===== config.mk =====
export PLATFORM = sky130hd
export DESIGN_NAME = fp_align_flat
export DESIGN_NICKNAME = d
export VERILOG_FILES = /design/src/rtl/fp_align_if.sv /design/src/rtl/fp_align.sv /design/src/flat_wrapper.sv
export SDC_FILE = /design/constraint.sdc
export NUM_CORES = 1
export LEC_CHECK = 0
export ABC_AREA = 1
export BUFFER_PORTS_ARGS = -buffer_cell sky130_fd_sc_hd__buf_2
export CAP_MARGIN = 20
export CORE_UTILIZATION = 35
export CTS_CLUSTER_DIAMETER = 30
export DETAILED_ROUTE_END_ITERATION = 10
export PLACE_DENSITY = 0.7
export SLEW_MARGIN = 10
export SYNTH_ARGS = -nofsm -noshare
export SYNTH_HDL_FRONTEND = slang
export SYNTH_SLANG_ARGS = --single-unit
export TNS_END_PERCENT = 30

===== constraint.sdc =====
create_clock -name clk -period 2.5 [get_ports clk]
set_input_delay 0.125 -clock clk [delete_from_list [all_inputs] [get_ports clk]]
set_output_delay 0.125 -clock clk [all_outputs]
set_load 0.1 [all_outputs]

===== src/rtl/fp_align_if.sv =====
// Operand/result handshake bundle for fp_align: the operand pair in, the aligned pair out.
interface fp_align_if #(
    parameter int unsigned SIG_W = 22,
    parameter int unsigned EXP_W = 5
) ();
    logic             in_valid;
    logic             in_ready;
    logic [SIG_W-1:0] a_sig;
    logic [SIG_W-1:0] b_sig;
    logic [EXP_W-1:0] a_exp;
    logic [EXP_W-1:0] b_exp;
    logic             a_sign;
    logic             b_sign;
    logic             out_valid;
    logic             out_ready;
    logic [SIG_W-1:0] big_sig;
    logic [SIG_W-1:0] small_sig;
    logic             big_sign;
    logic             small_sign;
    logic [EXP_W-1:0] exp_out;
    logic             sticky;
    logic             swapped;

    modport slave (
        input  in_valid, a_sig, b_sig, a_exp, b_exp, a_sign, b_sign, out_ready,
        output in_ready, out_valid, big_sig, small_sig, big_sign, small_sign, exp_out, sticky,
               swapped
    );

    modport master (
        output in_valid, a_sig, b_sig, a_exp, b_exp, a_sign, b_sign, out_ready,
        input  in_ready, out_valid, big_sig, small_sig, big_sign, small_sign, exp_out, sticky,
               swapped
    );
endinterface


===== src/rtl/fp_align.sv =====
// Floating-point operand aligner: swaps so the larger exponent is "big", then shifts the
// smaller significand right one bit per cycle. Macro FP_ALIGN_STICKY_EN enables sticky tracking.
module fp_align #(
    parameter int unsigned SIG_W = 22,
    parameter int unsigned EXP_W = 5
) (
    input logic       clk,
    input logic       rst,
    fp_align_if.slave bus
);
    typedef enum logic [1:0] {StIdle, StShift, StDone} state_e;

    state_e           r_state, w_state_nxt;
    logic [SIG_W-1:0] r_big_sig, w_big_sig_nxt;
    logic [SIG_W-1:0] r_small_sig, w_small_sig_nxt;
    logic             r_big_sign, w_big_sign_nxt;
    logic             r_small_sign, w_small_sign_nxt;
    logic [EXP_W-1:0] r_exp, w_exp_nxt;
    logic             r_sticky, w_sticky_nxt;
    logic             r_swapped, w_swapped_nxt;
    logic [EXP_W-1:0] r_cnt, w_cnt_nxt;

    logic             w_swap;
    logic [EXP_W-1:0] w_hi_exp;
    logic [EXP_W-1:0] w_lo_exp;
    logic [EXP_W-1:0] w_diff;
    logic             w_diff_big;
    logic [SIG_W-1:0] w_cap_small;
    logic             w_cap_or;
    logic             w_lsb_out;

    assign w_swap      = bus.b_exp > bus.a_exp;
    assign w_hi_exp    = w_swap ? bus.b_exp : bus.a_exp;
    assign w_lo_exp    = w_swap ? bus.a_exp : bus.b_exp;
    assign w_diff      = w_hi_exp - w_lo_exp;
    assign w_diff_big  = 32'(w_diff) > SIG_W;
    assign w_cap_small = w_swap ? bus.a_sig : bus.b_sig;

`ifdef FP_ALIGN_STICKY_EN
    assign w_cap_or  = |w_cap_small;
    assign w_lsb_out = r_small_sig[0];
`else
    // Shifted-out bits are simply dropped; sticky register stays at its reset value.
    assign w_cap_or  = 1'b0;
    assign w_lsb_out = 1'b0;
`endif

    always_comb begin
        w_state_nxt      = r_state;
        w_big_sig_nxt    = r_big_sig;
        w_small_sig_nxt  = r_small_sig;
        w_big_sign_nxt   = r_big_sign;
        w_small_sign_nxt = r_small_sign;
        w_exp_nxt        = r_exp;
        w_sticky_nxt     = r_sticky;
        w_swapped_nxt    = r_swapped;
        w_cnt_nxt        = r_cnt;
        unique case (r_state)
            StIdle: begin
                if (bus.in_valid) begin
                    w_big_sig_nxt    = w_swap ? bus.b_sig : bus.a_sig;
                    w_big_sign_nxt   = w_swap ? bus.b_sign : bus.a_sign;
                    w_small_sign_nxt = w_swap ? bus.a_sign : bus.b_sign;
                    w_exp_nxt        = w_hi_exp;
                    w_swapped_nxt    = w_swap;
                    w_small_sig_nxt  = w_cap_small;
                    w_sticky_nxt     = 1'b0;
                    w_cnt_nxt        = '0;
                    if (w_diff == '0) begin
                        w_state_nxt = StDone;
                    end else if (w_diff_big) begin
                        // Everything would be shifted out: skip the walk.
                        w_small_sig_nxt = '0;
                        w_sticky_nxt    = w_cap_or;
                        w_state_nxt     = StDone;
                    end else begin
                        w_cnt_nxt   = w_diff;
                        w_state_nxt = StShift;
                    end
                end
            end
            StShift: begin
                w_small_sig_nxt = r_small_sig >> 1;
                w_sticky_nxt    = r_sticky | w_lsb_out;
                w_cnt_nxt       = r_cnt - EXP_W'(1);
                if (r_cnt == EXP_W'(1)) begin
                    w_state_nxt = StDone;
                end
            end
            StDone: begin
                if (bus.out_ready) begin
                    w_state_nxt = StIdle;
                end
            end
            default: w_state_nxt = StIdle;
        endcase
    end

    always_ff @(posedge clk) begin
        if (rst) begin
            r_state      <= StIdle;
            r_big_sig    <= '0;
            r_small_sig  <= '0;
            r_big_sign   <= 1'b0;
            r_small_sign <= 1'b0;
            r_exp        <= '0;
            r_sticky     <= 1'b0;
            r_swapped    <= 1'b0;
            r_cnt        <= '0;
        end else begin
            r_state      <= w_state_nxt;
            r_big_sig    <= w_big_sig_nxt;
            r_small_sig  <= w_small_sig_nxt;
            r_big_sign   <= w_big_sign_nxt;
            r_small_sign <= w_small_sign_nxt;
            r_exp        <= w_exp_nxt;
            r_sticky     <= w_sticky_nxt;
            r_swapped    <= w_swapped_nxt;
            r_cnt        <= w_cnt_nxt;
        end
    end

    // Handshake flags are masked while reset is held so nothing is advertised mid-reset.
    assign bus.in_ready   = (r_state == StIdle) && !rst;
    assign bus.out_valid  = (r_state == StDone) && !rst;
    assign bus.big_sig    = r_big_sig;
    assign bus.small_sig  = r_small_sig;
    assign bus.big_sign   = r_big_sign;
    assign bus.small_sign = r_small_sign;
    assign bus.exp_out    = r_exp;
    assign bus.sticky     = r_sticky;
    assign bus.swapped    = r_swapped;
endmodule


===== src/flat_wrapper.sv =====
// flat-port wrapper written by rule: the top's interface ports become plain ports
module fp_align_flat 
#(
    parameter int unsigned SIG_W = 22,
    parameter int unsigned EXP_W = 5
)
  (clk, rst, bus_in_valid, bus_a_sig, bus_b_sig, bus_a_exp, bus_b_exp, bus_a_sign, bus_b_sign, bus_out_ready, bus_in_ready, bus_out_valid, bus_big_sig, bus_small_sig, bus_big_sign, bus_small_sign, bus_exp_out, bus_sticky, bus_swapped);
  fp_align_if #(.SIG_W(SIG_W), .EXP_W(EXP_W)) bus_i ();
  input logic clk;
  input logic rst;
  input wire logic [$bits(bus_i.in_valid)-1:0] bus_in_valid;
  input wire logic [$bits(bus_i.a_sig)-1:0] bus_a_sig;
  input wire logic [$bits(bus_i.b_sig)-1:0] bus_b_sig;
  input wire logic [$bits(bus_i.a_exp)-1:0] bus_a_exp;
  input wire logic [$bits(bus_i.b_exp)-1:0] bus_b_exp;
  input wire logic [$bits(bus_i.a_sign)-1:0] bus_a_sign;
  input wire logic [$bits(bus_i.b_sign)-1:0] bus_b_sign;
  input wire logic [$bits(bus_i.out_ready)-1:0] bus_out_ready;
  output wire logic [$bits(bus_i.in_ready)-1:0] bus_in_ready;
  output wire logic [$bits(bus_i.out_valid)-1:0] bus_out_valid;
  output wire logic [$bits(bus_i.big_sig)-1:0] bus_big_sig;
  output wire logic [$bits(bus_i.small_sig)-1:0] bus_small_sig;
  output wire logic [$bits(bus_i.big_sign)-1:0] bus_big_sign;
  output wire logic [$bits(bus_i.small_sign)-1:0] bus_small_sign;
  output wire logic [$bits(bus_i.exp_out)-1:0] bus_exp_out;
  output wire logic [$bits(bus_i.sticky)-1:0] bus_sticky;
  output wire logic [$bits(bus_i.swapped)-1:0] bus_swapped;
  assign bus_i.in_valid = bus_in_valid;
  assign bus_i.a_sig = bus_a_sig;
  assign bus_i.b_sig = bus_b_sig;
  assign bus_i.a_exp = bus_a_exp;
  assign bus_i.b_exp = bus_b_exp;
  assign bus_i.a_sign = bus_a_sign;
  assign bus_i.b_sign = bus_b_sign;
  assign bus_i.out_ready = bus_out_ready;
  assign bus_in_ready = bus_i.in_ready;
  assign bus_out_valid = bus_i.out_valid;
  assign bus_big_sig = bus_i.big_sig;
  assign bus_small_sig = bus_i.small_sig;
  assign bus_big_sign = bus_i.big_sign;
  assign bus_small_sign = bus_i.small_sign;
  assign bus_exp_out = bus_i.exp_out;
  assign bus_sticky = bus_i.sticky;
  assign bus_swapped = bus_i.swapped;
  fp_align #(.SIG_W(SIG_W), .EXP_W(EXP_W)) u_core (.clk(clk), .rst(rst), .bus(bus_i));
endmodule

==> flow_metrics.tcl <==
set metrics [dict create \
    run_status "finished, final reports clean" \
    grt_pass1_vias 3240 \
    path_delay_family "simple AND/OR/NAND/NOR gates" \
    placed_cell_area_mm2 0.00403 \
    detailedPlace.worstSlack_ns 0.0582 \
    critPathMaxFanout 26 \
    placementRows 35 \
    cts_buffers 9 \
    grt_antenna_before_repair 0 \
    leakagePower_nw 2.06 \
    hold_class "input pin to flip-flop" \
    cts_tree "built" \
    route.detailed.wl_per_inst_um 13.0 \
    drtIter0Drc 153 \
    grt_start_max_net_pins 54 \
    worst_path_largest_cell_delay_ns 0.35 \
    hold_buffers 0 \
    multi_input_logic_area_mm2 0.00187 \
    fin_util_pct 45.8 \
    finalClockSkew_ns 0.0116 \
    combPwrFrac_pct 57.6 \
    cp.required_ns 2.77 \
    hold_ws_ns 0.0860 \
    critPathLaunchType "input pin" \
    relSlewSlack_pct 43.2 \
    share_seq_of_total_power_pct 25.2 \
    synth_cell_type_count 26 \
    route.vias.total 3665 \
    detailedPlacementHpwl_mm 7.21 \
    crit_path_end_kind "flip-flop" \
    cap_viol_max_count 0 \
    tightest_slew_ns 0.850 \
    final.min_clock_period_ns 2.11 \
    floorplan.initialDensity_pct 36.1 \
    number_of_warnings_reported_in_the_yosys_synthesis_log 0 \
    reg2reg_to "u_core.bus.small_sig[15]$_SDFFE_PP0P_" \
    setup.worst_path.class "input pin to flip-flop" \
    cts_num_sinks 59 \
    gp_congestion 0.900 \
    seq_area_mm2 0.00118 \
    grt_util_all_layers_pct 19.5 \
    htree_num_levels 3 \
    timing.hold.worst.start "bus_b_sig[13]" \
    antenna_cells_inserted 0 \
    worst_path_max_delay_cell "ha_1" \
    edff_count_synth 0 \
    fillCellCount 974 \
    worst_ir_drop_vdd_v 0.000631 \
    power_report.internal_total_mw 2.27 \
    layout_worst_path_cycle_share_pct 84.5 \
    total_switching_power_mw 3.00 \
    reg2reg_setup_slack_ns 0.65 \
    min_delay_worst_endpoint "u_core.bus.big_sig[13]$_SDFFE_PP0P_" \
    cp_data_arrival_time_ns 2.38 \
    post-synth-top-count-cell "nor2_1" \
    finalWorstSetupSlack_ns 0.388 \
    worst_hold_path.num_cells 3 \
    synth.yosys.seq_area_share_pct 35.4 \
    final-max-slew-violation-count 0 \
    drtPass1Iterations 4 \
    rsz0062_at_grt "false" \
    design.die.area_mm2 0.00994 \
    achievable-frequency_ghz 0.473 \
    port-buffer-count 113 \
    cp_cell_sequence "buf_2 > ha_1 > nand2_1 > inv_1 > nand2_1 > nand3_2 > nand3_1 > nand3_2 > ha_1 > inv_1 > nand3_2 > nand2_2 > nand3_2 > nand2_1 > nand2_2 > nand2_4 > buf_12 > nand2_1 > a21oi_1" \
    share_clk_of_total_power_pct 17.1 \
    post_cts_resized 0 \
    final_total_negative_setup_slack_ns 0 \
    layout.nets 680 \
    power_density_mw_per_mm2 1250 \
    final_hold_viol_count 0 \
    drcViolationCount 0 \
    ys_async_sr_fraction_pct 0 \
    avgSynthCellArea_um2 6.59 \
    synth.largest_area_cell "dfxtp_1" \
    syn_inst 507 \
    final_std_cell_area_no_fill_mm2 0.00423 \
    clock-root-buffer "clkbuf_8" \
    p_sw_share_pct 56.9 \
    ctsLongestPathBuffers 2 \
    dieWidth_um 99.7 \
    drive_gt1_share_pct 26.1 \
    setup_viol 0 \
    syn-num-nets 575 \
    clock_insertion_delay_worst_skew_ns 0.35 \
    viasPerCell 4.91 \
    synthDominantCellAreaShare_pct 35.4 \
    core_area_mm2 0.00924 \
    synth_top_cells_by_count "100 x nor2_1, 81 x nand2_1, 65 x a21oi_1, 59 x dfxtp_1, 58 x o21ai_0" \
    die-height_um 99.7 \
    path_buf_inv 4 \
    postRouteWirelength_mm 9.68 \
    area_growth_pct 26.6 \
    clkSlewWorstSetupHoldPaths_ns 0.08 \
    postSynthRegisterBits 59 \
    synth.cell_area_mm2 0.00334 \
    antenna_violating_nets_post_route 0 \
    synthTopCellsByArea "dfxtp_1 35%, nor2_1 11%, a21oi_1 9.7%, nand2_1 9.1%, o21ai_0 8.7%" \
    grt_pass1_wl_mm 15.3 \
    io_pins 115 \
    cts.repair_timing.setup_buffer_count 0 \
    reg2regPathDepth 8 \
    synth_ff_type "dfxtp_1" \
    total_gr_overflow 0 \
    crit-reg2reg-launch "u_core.r_state[0]$_SDFFE_PP0P_" \
]
## worst max path at each step
stage / from / to / slack [ns] / depth (start not counted)
2_1_floorplan: bus_a_exp[3] / u_core.bus.small_sig[21]$_SDFFE_PP0P_ / 0.37 / 19
3_3_place_gp: bus_b_exp[4] / u_core.bus.small_sig[9]$_SDFFE_PP0P_ / 0.16 / 19
3_5_place_dp: bus_b_exp[4] / u_core.bus.small_sig[2]$_SDFFE_PP0P_ / 0.06 / 19
4_1_cts: bus_b_exp[4] / u_core.bus.small_sig[2]$_SDFFE_PP0P_ / 0.41 / 19
5_1_grt: bus_a_exp[4] / u_core.bus.small_sig[16]$_SDFFE_PP0P_ / 0.15 / 20
6_report: bus_b_exp[4] / u_core.bus.small_sig[2]$_SDFFE_PP0P_ / 0.39 / 19
## placed cells by master, fill, tap and decap left out, types with 2 or more instances in the layout
master      n
buf_2     113
nor2_1     99
nand2_1    81
a21oi_1    65
dfxtp_1    59
o21ai_0    58
inv_1      35
a22oi_1    21
nand3_1    15
buf_4      12
clkbuf_8    9
ha_1        8
nand3_2     7
nand4_1     6
nand2_2     5
clkinv_4    3
nand2_4     2
inv_2       2
o221ai_1    2
o211ai_1    2
## cell families (layout without fill, tap and decap cells)
kind of cell	after synthesis	in the layout	synth area share (%)
compound gates	149	149	24.3
fa+ha+maj	8	8	3.00
buf+inv	69	179	8.88
flops	59	59	35.4
other cells	1	1	0.112
simple gates	221	221	28.3
## metrics by stage
step,power (mW),instances
2_1_floorplan,3.82,507
3_3_place_gp,4.34,730
3_5_place_dp,4.38,730
4_1_cts,5.29,746
5_1_grt,5.58,746
6_report,5.27,746
## cell type report
class                   instances  area share, %
inverters                      37           3.28
multi-input cells             379           44.2
clock buffers                   9           2.93
well taps                     129           3.82
flip-flops and latches         59           27.9
clock inverters                 7           1.83
repair buffers                126           16.0
## worst reg2reg max path, cell delays in order, from the launching register on
cell and delay (ns):
dfxtp_1 0.33, nor2_1 0.24, inv_1 0.10, nor2_2 0.19, buf_4 0.35, o21ai_0 0.15
nor2_1 0.20, nand2_1 0.09, a21oi_1 0.12
## flip-flops by register name (all words and copies together) (netlist names)
register and cells:
u_core.bus.big_sig 22, u_core.r_state 2, u_core.bus.exp_out 5, u_core.r_cnt 5, u_core.bus.big_sign 1, u_core.bus.small_sign 1
u_core.bus.small_sig 22, u_core.bus.swapped 1
## power groups by stage
stage / Sequential, mW / Clock, mW / Combinational, mW
floorplan: 2.68 / 0 / 1.14
global placement: 1.34 / 0 / 3.00
detailed placement: 1.35 / 0 / 3.03
CTS: 1.33 / 0.922 / 3.04
global route: 1.36 / 0.964 / 3.26
finish: 1.33 / 0.902 / 3.04
## layer usage
metal / global-route usage [%] / share of wire (%)
met5: 0 / 0
met3: 3.72 / 5.5
met4: 9.05 / 2.1
met2: 30.5 / 45
met1: 26.0 / 47
Power figures use the tool's default switching activity.
